==> config.mk <==
export PLATFORM = sky130hd
export DESIGN_NAME = jtopl_lfo_gen
export DESIGN_NICKNAME = d
export VERILOG_FILES = /design/src/rtl/jtopl_lfo_gen.sv
export SDC_FILE = /design/constraint.sdc
export NUM_CORES = 1
export LEC_CHECK = 0
export ABC_CLOCK_PERIOD_IN_PS = 4300
export BUFFER_PORTS_ARGS = -buffer_cell sky130_fd_sc_hd__buf_2
export CORE_ASPECT_RATIO = 0.75
export CORE_MARGIN = 5
export CORE_UTILIZATION = 59
export DETAILED_ROUTE_END_ITERATION = 7
export PLACE_DENSITY = 0.84
export SYNTH_ARGS = -nofsm -noshare
export SYNTH_HDL_FRONTEND = slang
export SYNTH_SLANG_ARGS = --single-unit
==> constraint.sdc <==
create_clock -name clk -period 4.3 [get_ports clk]
set_input_delay 1.29 -clock clk [delete_from_list [all_inputs] [get_ports clk]]
set_output_delay 1.29 -clock clk [all_outputs]
set_load 0.1 [all_outputs]
==> src/rtl/jtopl_lfo_gen.sv <==
// jtopl_lfo_gen: OPL-family LFO producing the vibrato phase index and a
// triangular tremolo level, with selectable AM depth and synchronous clear.
module jtopl_lfo_gen #(
  parameter int NSLOT        = 18,
  parameter int CNTW         = 13,
  parameter int AM_STEP_BITS = 6,
  parameter int AMW          = 7,
  parameter int AM_MAX       = 105
) (
  input  logic             clk,
  input  logic             rst_n,
  input  logic             cenop,
  input  logic [NSLOT-1:0] slot,
  input  logic             am_dp,
  input  logic             lfo_clr,
  output logic [2:0]       vib_cnt,
  output logic [AMW-3:0]   trem
);

  typedef enum logic {
    DIR_UP   = 1'b0,
    DIR_DOWN = 1'b1
  } dir_e;

  localparam logic [AMW-1:0] AM_PEAK = AMW'(AM_MAX);

  logic [CNTW-1:0] cnt_q, cnt_d, cnt_inc;
  logic [AMW-1:0]  am_q, am_d, am_plus, am_minus;
  dir_e            dir_q, dir_d;
  logic            step_q, step_d;
  logic [AMW-3:0]  trem_q, trem_d;
  logic            boundary, am_ev;

  // Only the first and last slot bits matter; the rest are positional filler.
  logic unused_slot;
  assign unused_slot = ^slot;

  assign boundary = cenop & slot[NSLOT-1];
  assign am_ev    = cenop & slot[0];
  assign cnt_inc  = cnt_q + CNTW'(1);
  assign am_plus  = am_q + AMW'(1);
  assign am_minus = am_q - AMW'(1);

  // Next-state: clear has priority; AM event evaluated before the sample
  // boundary so a coincident boundary's am_step value overrides the clear.
  always_comb begin
    cnt_d  = cnt_q;
    am_d   = am_q;
    dir_d  = dir_q;
    step_d = step_q;
    trem_d = trem_q;
    if (lfo_clr) begin
      cnt_d  = '0;
      am_d   = '0;
      dir_d  = DIR_UP;
      step_d = 1'b0;
    end else begin
      if (am_ev) begin
        trem_d = am_dp ? am_q[AMW-1:2] : {2'b00, am_q[AMW-1:4]};
        if (step_q) begin
          if (dir_q == DIR_UP) begin
            if (am_q != AM_PEAK) am_d = am_plus;
            if (am_plus == AM_PEAK) dir_d = DIR_DOWN;
          end else begin
            if (am_q != '0) am_d = am_minus;
            if (am_minus == '0) dir_d = DIR_UP;
          end
        end
        step_d = 1'b0;
      end
      if (boundary) begin
        cnt_d  = cnt_inc;
        step_d = &cnt_inc[AM_STEP_BITS-1:0];
      end
    end
  end

  // State registers with asynchronous active-low reset.
  always_ff @(posedge clk or negedge rst_n) begin
    if (!rst_n) begin
      cnt_q  <= '0;
      am_q   <= '0;
      dir_q  <= DIR_UP;
      step_q <= 1'b0;
      trem_q <= '0;
    end else begin
      cnt_q  <= cnt_d;
      am_q   <= am_d;
      dir_q  <= dir_d;
      step_q <= step_d;
      trem_q <= trem_d;
    end
  end

  assign vib_cnt = cnt_q[CNTW-1:CNTW-3];
  assign trem    = trem_q;

endmodule

==> metrics, run 1 <==
final wirelength roughly 3500 microns; Min Hold Slack 0.506 ns; Clock Tree Buf Depth 2; routed via count 1370; CTS Root Cell clkbuf_8; worst r2r src am_q[2]; share of cells above drive strength 1 between 10% and 20%; Max H-tree Level 1; syn_area_per_cell about 8.9 sq um; area delta synth->final 4.86%; skew final around 0.0054 ns; crit-path max FO 4; Placed Area around 1700 sq um; GR Util All Layers between 10% and 20%; Synth Register Bits 27; critical path cell sequence buf_2; crit path DAT 1.15 ns; Clock Sinks 27; Total Die Area 4060 sq um; top cells by area, synth dfrtp_1 40%, xor2_1 7.2%, nor2_1 5.3%, ha_1 5.2%, nand2_1 4.0%; Most used DFF post-synth dfrtp_1; Crit path max-delay family buffers and inverters; grt ovf 0; setup TNS 0 ns; Final Setup Violations 0; Final nets between 200 and 250; die height approximately 56 microns; Diodes inserted 0; outcome complete, no violations; vias in the first global route roughly 1300; router iterations before antenna repair 4; fillcell total 233; largest area contributor in the netlist dfrtp_1; Max-Cap Viols 0; first-pass GRT wire length around 6000 microns; # DRC 0; Netlist cell types 39; RSZ-0062 raised after global routing false; CP endpoint kind output port; Slew Limit Fails 0; largest net degree at the start of global routing 28; Critical Path Slowest Stage Cell buf_2; Final Cycle Share approximately 57%; share of the synthesized area in the top cell type about two fifths; Clock Latency Late Sink 0.28 ns; post_cts resized 0; WL/cell about 15 microns; detailed-route vias per instance just under 6; worst vdd ir approximately 0.23 mV; clock slew at reported path FFs 0.10 ns; FMAX about 410 MHz; Setup Fix Bufs, Post-CTS 0; EDFF count, synth 0; initial antenna violation count 0; register area share after synthesis 39.8%; DRT antenna net count 0; transition time of the tightest slew-check pin about 0.58 ns; gpl congestion slightly below 1; # IOs 31; Starting Density roughly 63%; FP Rows 16; power per cell area 239 nW/um^2; Die X-Extent about 70 microns; Net Count, Synth 221; TritonCTS Buffers 3; Final Hold Viols 0; ys async rst share 100%; number of DRC markers in iteration 0 69; Design Area, Final 1780 sq um; CORE AREA approximately 2700 sq um; buffers added on ports 14; DP Wirelength 2560 microns; post-layout min period approximately 2.4 ns; YS warnings 0; Setup crit start kind flop; Gate Count Post-Synth 191; Worst EP required about 3 ns; Slew HR between 60% and 70%; crit path kind reg2out; CP max stage delay about 0.45 ns; worst path bufs/invs 1; Hold WC Path Type reg2reg; leakage between 0.7 and 0.8 nW; CTS tree yes; CP startpoint cnt_q[10]; mapped cell area about 1700 sq um; Hold Startpoint trem[0]; CTS Hold Bufs 0
-- metrics by stage --
stage	util, %	total power, W	setup slack, ns	instances
after floorplan	-	0.000273	2.11	191
after global placement	64.6	0.000282	1.92	226
after detailed placement	64.6	0.000283	1.84	226
after CTS	66.4	0.000429	1.86	230
after global routing	66.4	0.000443	1.81	230
final	66.4	0.000426	1.86	230
-- layout make-up --
| class | count | area [sq um] | area share (%) |
|---|---|---|---|
| Tap cell | 36 | 45.0 | 2.53 |
| Sequential cell | 27 | 676 | 37.9 |
| Timing Repair Buffer | 14 | 70.1 | 3.93 |
| Inverter | 5 | 18.8 | 1.05 |
| Clock inverter | 1 | 7.51 | 0.421 |
| Multi-Input combinational cell | 144 | 923 | 51.8 |
| Clock buffer | 3 | 41.3 | 2.32 |
-- placed cells by master (no fill, tap or decap), types with 2 or more instances in the layout --
cell      netlist  layout
ha_1            7       7
o21ai_0        10      10
clkbuf_8        0       3
dfrtp_1        27      27
nor2_1         24      24
nand4_1         7       7
buf_2           2      14
or4b_1          2       2
inv_1           5       5
mux2i_1         4       4
nand2_1        18      18
a21oi_1         4       4
nand2b_1        3       3
xnor2_1         7       7
o22ai_1         4       4
nand3_1        12      12
and2_1          3       3
xor2_1         14      14
nor3_1          7       7
nand4b_1        2       2
-- cell usage after synthesis (all sizes together), types with 3 or more instances --
cell	count
o22ai	4
or4b	3
a21oi	5
nor2	24
clkbuf	7
dfrtp	27
xor2	14
mux2i	4
nand2b	3
xnor2	7
inv	5
nand2	19
nor3	7
ha	7
nand3	12
o21ai	10
and2	3
nand4	7
buf	8
-- worst paths after layout --
kind	slack, ns	cells after the start	endpoint
max in group asynchronous	2.92	1	cnt_q[1]
min	0.51	2	trem[0]
max reg2reg	2.02	5	am_q[2]
min reg2reg	0.51	2	trem[0]
max	1.86	1	vib_cnt[0]
min in group asynchronous	0.99	1	trem[1]
-- kinds of logic after synthesis --
logic type | share of synthesized area (%)
compound gates | 10.1
xor+xnor | 10.8
fa+ha+maj | 5.15
buf+inv | 5.89
flops | 39.8
mux | 2.36
simple gates | 25.9
-- metal layers --
metal	global-route usage, %	up-vias	share of wire [%]
met5	0	-	0
met4	4.56	0	0.97
met3	4.10	4	6.6
met2	27.9	47	46
met1	26.7	658	46
li1	-	661	-
-- state kept, by name (all words and copies together) (netlist names) --
signal / cells
am_q: 7
cnt_q: 13
dir_q: 1
step_q: 1
trem: 5
-- power by group --
group	internal, W	switching [W]	total (W)
Clock	0.0000659	0.0000821	0.000148
Sequential	0.000255	0.00000237	0.000258
Combinational	0.00000558	0.0000152	0.0000207
-- worst min-delay path, stage by stage (launching register included) --
cell and delay, ns:
dfrtp_1 0.36, nand2_1 0.05, o21ai_0 0.06
(Power assumes the default switching activity.)
==> run 2, diff against run 1 <==
Settings changed: ABC_AREA from default to 1, ABC_CLOCK_PERIOD_IN_PS 4300 to 2500, CORE_UTILIZATION 59 to 56, PLACE_DENSITY 0.84 to 0.79.
Clock period 4.3 ns to 2.5 ns, I/O delays scaled along.
==> run 2 against run 1 <==
Power rose by 92%. Die area rose by 13%. First-iteration DRC count rose by 97%. Largest power group unchanged. Synthesized cell count rose by 38%. Utilization fell by 5.8 points. Largest cell class unchanged.
==> metrics, run 2 <==
Synth top cells by count 69 x nand2_1, 30 x inv_1, 27 x dfrtp_1, 22 x nand3_1, 20 x nor2_1 (was 27 x dfrtp_1, 24 x nor2_1, 18 x nand2_1, 14 x xor2_1, 12 x nand3_1); Seq pwr share 55.3% (was 60.4%); register area share after synthesis 36.1% (was 39.8%); Critical Path Slowest Stage Cell buf_2 (unchanged); Setup crit start kind flop (unchanged); grt ovf 0 (unchanged); Most used DFF post-synth dfrtp_1 (unchanged); power per cell area 414 nW/um^2 (was 239 nW/um^2); post-layout min period roughly 1.8 ns; detailed-route vias per instance 5.43 (was 5.96); fin worst setup slack 0.652 ns (was 1.86 ns); top cells by area, synth dfrtp_1 36%, nand2_1 14%, inv_1 6.0%, nand3_1 5.9%, o21ai_0 4.8% (was dfrtp_1 40%, xor2_1 7.2%, nor2_1 5.3%, ha_1 5.2%, nand2_1 4.0%); setup TNS 0 ns (unchanged); crit-path max FO 3 (was 4); leakage 0.982 nW (was 0.764 nW); Final Hold Viols 0 (unchanged); first-pass GRT wire length 6890 microns (was 6030 microns); DP Wirelength 2910 microns (was 2560 microns); FMAX around 540 MHz; Clock Tree Buf Depth 2 (unchanged); placed cell count 309 (was 226); routed via count 1699 (was 1370); largest net degree at the start of global routing 28 (unchanged); Clock Latency Late Sink 0.27 ns (was 0.28 ns); TritonCTS Buffers 3 (unchanged); die height 60.1 microns (was 56.5 microns); pre-CTS setup slack 0.613 ns (was 1.84 ns); CTS Root Cell clkbuf_8 (unchanged); # IOs 31 (unchanged); final non-filler cell total 313 (was 230); Clk network pwr share 29.9% (was 34.7%); outcome complete, no violations (unchanged); P_sw 0.000239 W (was 0.0000996 W); Gate Count Post-Synth 263 (was 191); post_cts resized 0 (unchanged); Slew HR 60.7% (was 61.5%); Final Setup Violations 0 (unchanged); combinational share of power 14.7% (was 4.9%); CP endpoint kind output port (unchanged); share of the synthesized area in the top cell type 36.1% (was 39.8%); Largest register FFs 13 (unchanged); worst vdd ir 0.398 mV (was 0.231 mV); gpl congestion 0.939 (was 0.984); GR Util All Layers 18.5% (about the same); critical path cell sequence buf_2 (unchanged); fillcell total 312 (was 233); Min Hold Slack 0.475 ns (was 0.506 ns); syn_area_per_cell 7.12 sq um (was 8.90 sq um); CP max stage delay 0.44 ns (was 0.45 ns); Hold WC Path Type in2async (was reg2reg); Net Count, Synth 293 (was 221); share of cells above drive strength 1 15.0% (was 12.4%); initial antenna violation count 0 (unchanged); mapped cell area 1870 sq um (was 1700 sq um); final wirelength 3800 microns (was 3510 microns); CTS tree yes (unchanged); area delta synth->final 5.68% (was 4.86%); Total Die Area 4610 sq um (was 4060 sq um); number of DRC markers in iteration 0 136 (was 69); router iterations before antenna repair 4 (unchanged); Diodes inserted 0 (unchanged); CTS Hold Bufs 0 (unchanged); # DRC 0 (unchanged); transition time of the tightest slew-check pin 0.590 ns (was 0.577 ns); CORE AREA 3270 sq um (was 2680 sq um); Sw Share 29.2% (was 23.4%); Max H-tree Level 1 (unchanged); Max-Cap Viols 0 (unchanged); largest area contributor in the netlist dfrtp_1 (unchanged); crit path DAT 1.10 ns (was 1.15 ns); internal power 0.000580 W (was 0.000327 W); Slew Limit Fails 0 (unchanged); Biggest register cnt_q (unchanged); most common cell in the netlist nand2_1 (was dfrtp_1); WL/cell 12.1 microns (was 15.3 microns); YS warnings 0 (unchanged); Starting Density 57.3% (was 63.3%); Clock Sinks 27 (unchanged); Crit path max-delay family buffers and inverters (unchanged); vias in the first global route 1514 (was 1305); ys async rst share 100% (unchanged); most common cell after layout, fill and taps aside nand2_1 (was dfrtp_1); Worst EP required 1.75 ns (was 3.01 ns); Setup Fix Bufs, Post-CTS 0 (unchanged); Die X-Extent 76.8 microns (was 72.0 microns); skew final 0.00668 ns (was 0.00540 ns); buffers added on ports 14 (unchanged); Final nets 304 (was 225); EDFF count, synth 0 (unchanged); DRT antenna net count 0 (unchanged); Synth Register Bits 27 (unchanged); worst path bufs/invs 1 (unchanged); R2R depth 11 (was 5); crit path kind reg2out (unchanged); FP Rows 18 (was 16); clock slew at reported path FFs 0.09 ns (was 0.10 ns); path length in cells of the critical path 1 (unchanged); RSZ-0062 raised after global routing false (unchanged); leading cell types in the layout, fill and taps excluded 69 x nand2_1, 30 x inv_1, 27 x dfrtp_1 (was 27 x dfrtp_1, 24 x nor2_1, 18 x nand2_1); Netlist cell types 30 (was 39); Final Cycle Share between 70% and 80%
run 2: final timing paths:
kind,end,slack (ns),startpoint
worst max-delay path,vib_cnt[0],0.65,cnt_q[10]
worst max register to register,dir_q,0.80,am_q[0]
min in group clk,trem[4],0.51,trem[4]
worst min register to register,trem[4],0.51,trem[4]
max in group asynchronous,am_q[4],1.64,rst_n
worst min-delay path,cnt_q[7],0.48,rst_n
run 2: per-layer routing:
| metal | up-vias | wire (microns) | track usage, % |
|---|---|---|---|
| met3 | 2 | 206 | 3.92 |
| li1 | 881 | - | - |
| met5 | - | 0 | 0 |
| met2 | 45 | 1580 | 27.3 |
| met4 | 0 | 18 | 3.24 |
| met1 | 771 | 2000 | 28.0 |
run 2: area by class of cell:
cell class | count | area, sq um | area share (%)
clock buffers | 4 | 45.0 | 2.28
inverters | 36 | 139 | 7.02
multi-input cells | 192 | 998 | 50.5
flip-flops and latches | 27 | 676 | 34.2
well taps | 40 | 50.0 | 2.53
repair buffers | 14 | 70.1 | 3.54
run 2: kinds of logic (layout without fill, tap and decap cells):
family / Yosys count / in the layout / share of synthesized area [%]
compound gates: 40 / 40 / 11.4
flops: 27 / 27 / 36.1
xor+xnor: 1 / 1 / 0.468
fa+ha+maj: 7 / 7 / 4.68
simple gates: 144 / 144 / 36.8
buf+inv: 44 / 54 / 10.6
run 2: stage by stage:
step / cell area [sq um] / total power [W] / util (%)
after global placement: 1930 / 0.000583 / 59.2
final: 1980 / 0.000819 / 60.6
after detailed placement: 1930 / 0.000583 / 59.2
after CTS: 1980 / 0.000831 / 60.6
after global routing: 1980 / 0.000859 / 60.6
after floorplan: 1870 / 0.000552 / -
run 2: power groups by stage:
stage	combinational, W	clock [W]	sequential, W
floorplan	0.0000282	0	0.000524
global placement	0.000121	0	0.000461
detailed placement	0.000122	0	0.000462
CTS	0.000122	0.000256	0.000453
global route	0.000130	0.000274	0.000455
finish	0.000121	0.000245	0.000453
==> run 3, diff against run 2 <==
Settings changed: ABC_CLOCK_PERIOD_IN_PS 2500 to 1600, CORE_UTILIZATION 56 to 51, PLACE_DENSITY 0.79 to 0.76.
Clock period 2.5 ns to 1.6 ns, I/O delays scaled along.
==> run 3 against run 2 <==
Clock-buffer cell count is 1 lower. First-iteration DRC count is 18% higher. Worst setup slack worse by 0.60 ns. Non-clock buffer count is 16 higher. Sequential power is 57% higher. Wire length is 9.6% higher. Flip-flop and latch count stayed put.
==> metrics, run 3 (synthesized netlist as in run 2, its figures left out) <==
router iterations before antenna repair 4 (unchanged); WL/cell 12.2 microns (was 12.1 microns); area delta synth->final 17.0% (was 5.68%); Worst EP required 1.12 ns (was 1.75 ns); leading cell types in the layout, fill and taps excluded 69 x nand2_1, 28 x inv_1, 25 x dfrtp_1 (was 69 x nand2_1, 30 x inv_1, 27 x dfrtp_1); share of cells above drive strength 1 22.5% (was 15.0%); skew final 0.00825 ns (was 0.00668 ns); transition time of the tightest slew-check pin 0.485 ns (was 0.590 ns); Crit path max-delay family buffers and inverters (unchanged); crit path DAT 1.07 ns (was 1.10 ns); Placed Area 2090 sq um (was 1930 sq um); crit path kind reg2out (unchanged); Final nets 320 (was 304); Total Die Area 4990 sq um (was 4610 sq um); CTS tree yes (unchanged); first-pass GRT wire length 7110 microns (was 6890 microns); Design Area, Final 2190 sq um (was 1980 sq um); post-layout min period 1.55 ns; DP Wirelength 3140 microns (was 2910 microns); CP max stage delay 0.43 ns (was 0.44 ns); number of DRC markers in iteration 0 160 (was 136); DRT antenna net count 0 (unchanged); Die X-Extent 80.0 microns (was 76.8 microns); Max H-tree Level 1 (unchanged); routed via count 1787 (was 1699); CORE AREA 3590 sq um (was 3270 sq um); die height 62.5 microns (was 60.1 microns); Starting Density 52.1% (was 57.3%); worst path bufs/invs 1 (unchanged); CTS Hold Bufs 0 (unchanged); RSZ-0062 raised after global routing false (unchanged); clock slew at reported path FFs 0.10 ns (was 0.09 ns); buffers added on ports 14 (unchanged); total power 0.00133 W (was 0.000819 W); Biggest register cnt_q (unchanged); initial antenna violation count 0 (unchanged); grt ovf 0 (unchanged); placed cell count 336 (was 309); Diodes inserted 0 (unchanged); worst vdd ir 0.552 mV (was 0.398 mV); Critical Path Slowest Stage Cell buf_2 (unchanged); TritonCTS Buffers 3 (unchanged); Largest register FFs 13 (unchanged); Final Cycle Share 96.6%; Slew HR 67.9% (was 60.7%); # IOs 31 (unchanged); Hold WC Path Type in2async (unchanged); CP endpoint kind output port (unchanged); detailed-route vias per instance 5.24 (was 5.43); final non-filler cell total 341 (was 313); final wirelength 4170 microns (was 3800 microns); Clock Latency Late Sink 0.28 ns (was 0.27 ns); FP Rows 19 (was 18); largest net degree at the start of global routing 28 (unchanged); Clock Sinks 27 (unchanged); Clock Tree Buf Depth 2 (unchanged); Max-Cap Viols 0 (unchanged); # DRC 0 (unchanged); most common cell after layout, fill and taps aside nand2_1 (unchanged); crit-path max FO 2 (was 3); FMAX roughly 650 MHz; critical path cell sequence buf_2 (unchanged); Final Hold Viols 0 (unchanged); CTS Root Cell clkbuf_8 (unchanged); leakage 1.06 nW (was 0.982 nW); Setup crit start kind flop (unchanged); Final Setup Violations 0 (unchanged); setup TNS 0 ns (unchanged); gpl congestion 0.930 (was 0.939); GR Util All Layers 17.4% (was 18.5%); vias in the first global route 1631 (was 1514); power per cell area 608 nW/um^2 (was 414 nW/um^2); outcome complete, no violations (unchanged); Slew Limit Fails 0 (unchanged)
[run 3: changes by cell type in the layout (fill, tap and decap cells not counted), moves of 3 or more]
cell / previous run / this run
buf_4: 0 / 16
buf_2: 14 / 9
clkbuf_4: 0 / 3
ha_1: 7 / 4
[run 3: repair_timing]
item | 4_1_cts | 5_1_grt
endpoints found under the setup margin | 0 | 10
resized for setup | 0 | 13
buffers inserted | 0 | 1
[run 3: per-layer routing]
metal  vias to the layer above  track usage (%)  routed length (microns)
li1                        915                -                        -
met1                       806             25.7                     2090
met2                        60             26.0                     1750
met3                         6             3.31                      269
met4                         0             4.43                       59
met5                         -                0                        0
[run 3: layout make-up]
cell class / count / area, sq um
inverters: 36 / 139
flip-flops and latches: 27 / 678
well taps: 52 / 65.1
clock inverters: 1 / 8.76
multi-input cells: 192 / 1030
repair buffers: 30 / 228
fillers: 317 / 1400
clock buffers: 3 / 41.3
[run 3: where the power goes]
group | switching [W] | internal, W | leakage, nW | total [W]
Sequential | 0.0000114 | 0.000698 | 0.366 | 0.000709
Clock | 0.000229 | 0.000183 | 0.0261 | 0.000412
Combinational | 0.000165 | 0.0000461 | 0.671 | 0.000211
Total | 0.000406 | 0.000927 | 1.06 | 0.00133
[run 3: through the flow]
step | worst slack [ns] | util (%) | hold slack (ns)
floorplan | 0.141 | - | 0.184
global placement | 0.0759 | 58.2 | 0.487
detailed placement | 0.0415 | 58.2 | 0.492
CTS | 0.0356 | 59.6 | 0.188
global route | 0.00205 | 61.0 | 0.210
finish | 0.0549 | 61.0 | 0.181
[run 3: path summary, 6_finish.rpt]
check / from / endpoint / slack (ns) / depth (start not counted)
min in group clk: am_dp / trem[3] / 0.50 / 3
worst min register to register: trem[3] / trem[3] / 0.52 / 2
worst max register to register: am_q[1] / am_q[5] / 0.13 / 9
worst max-delay path: trem[4] / trem[4] / 0.05 / 1
max in group asynchronous: rst_n / am_q[3] / 1.14 / 2
worst min-delay path: rst_n / am_q[4] / 0.18 / 2
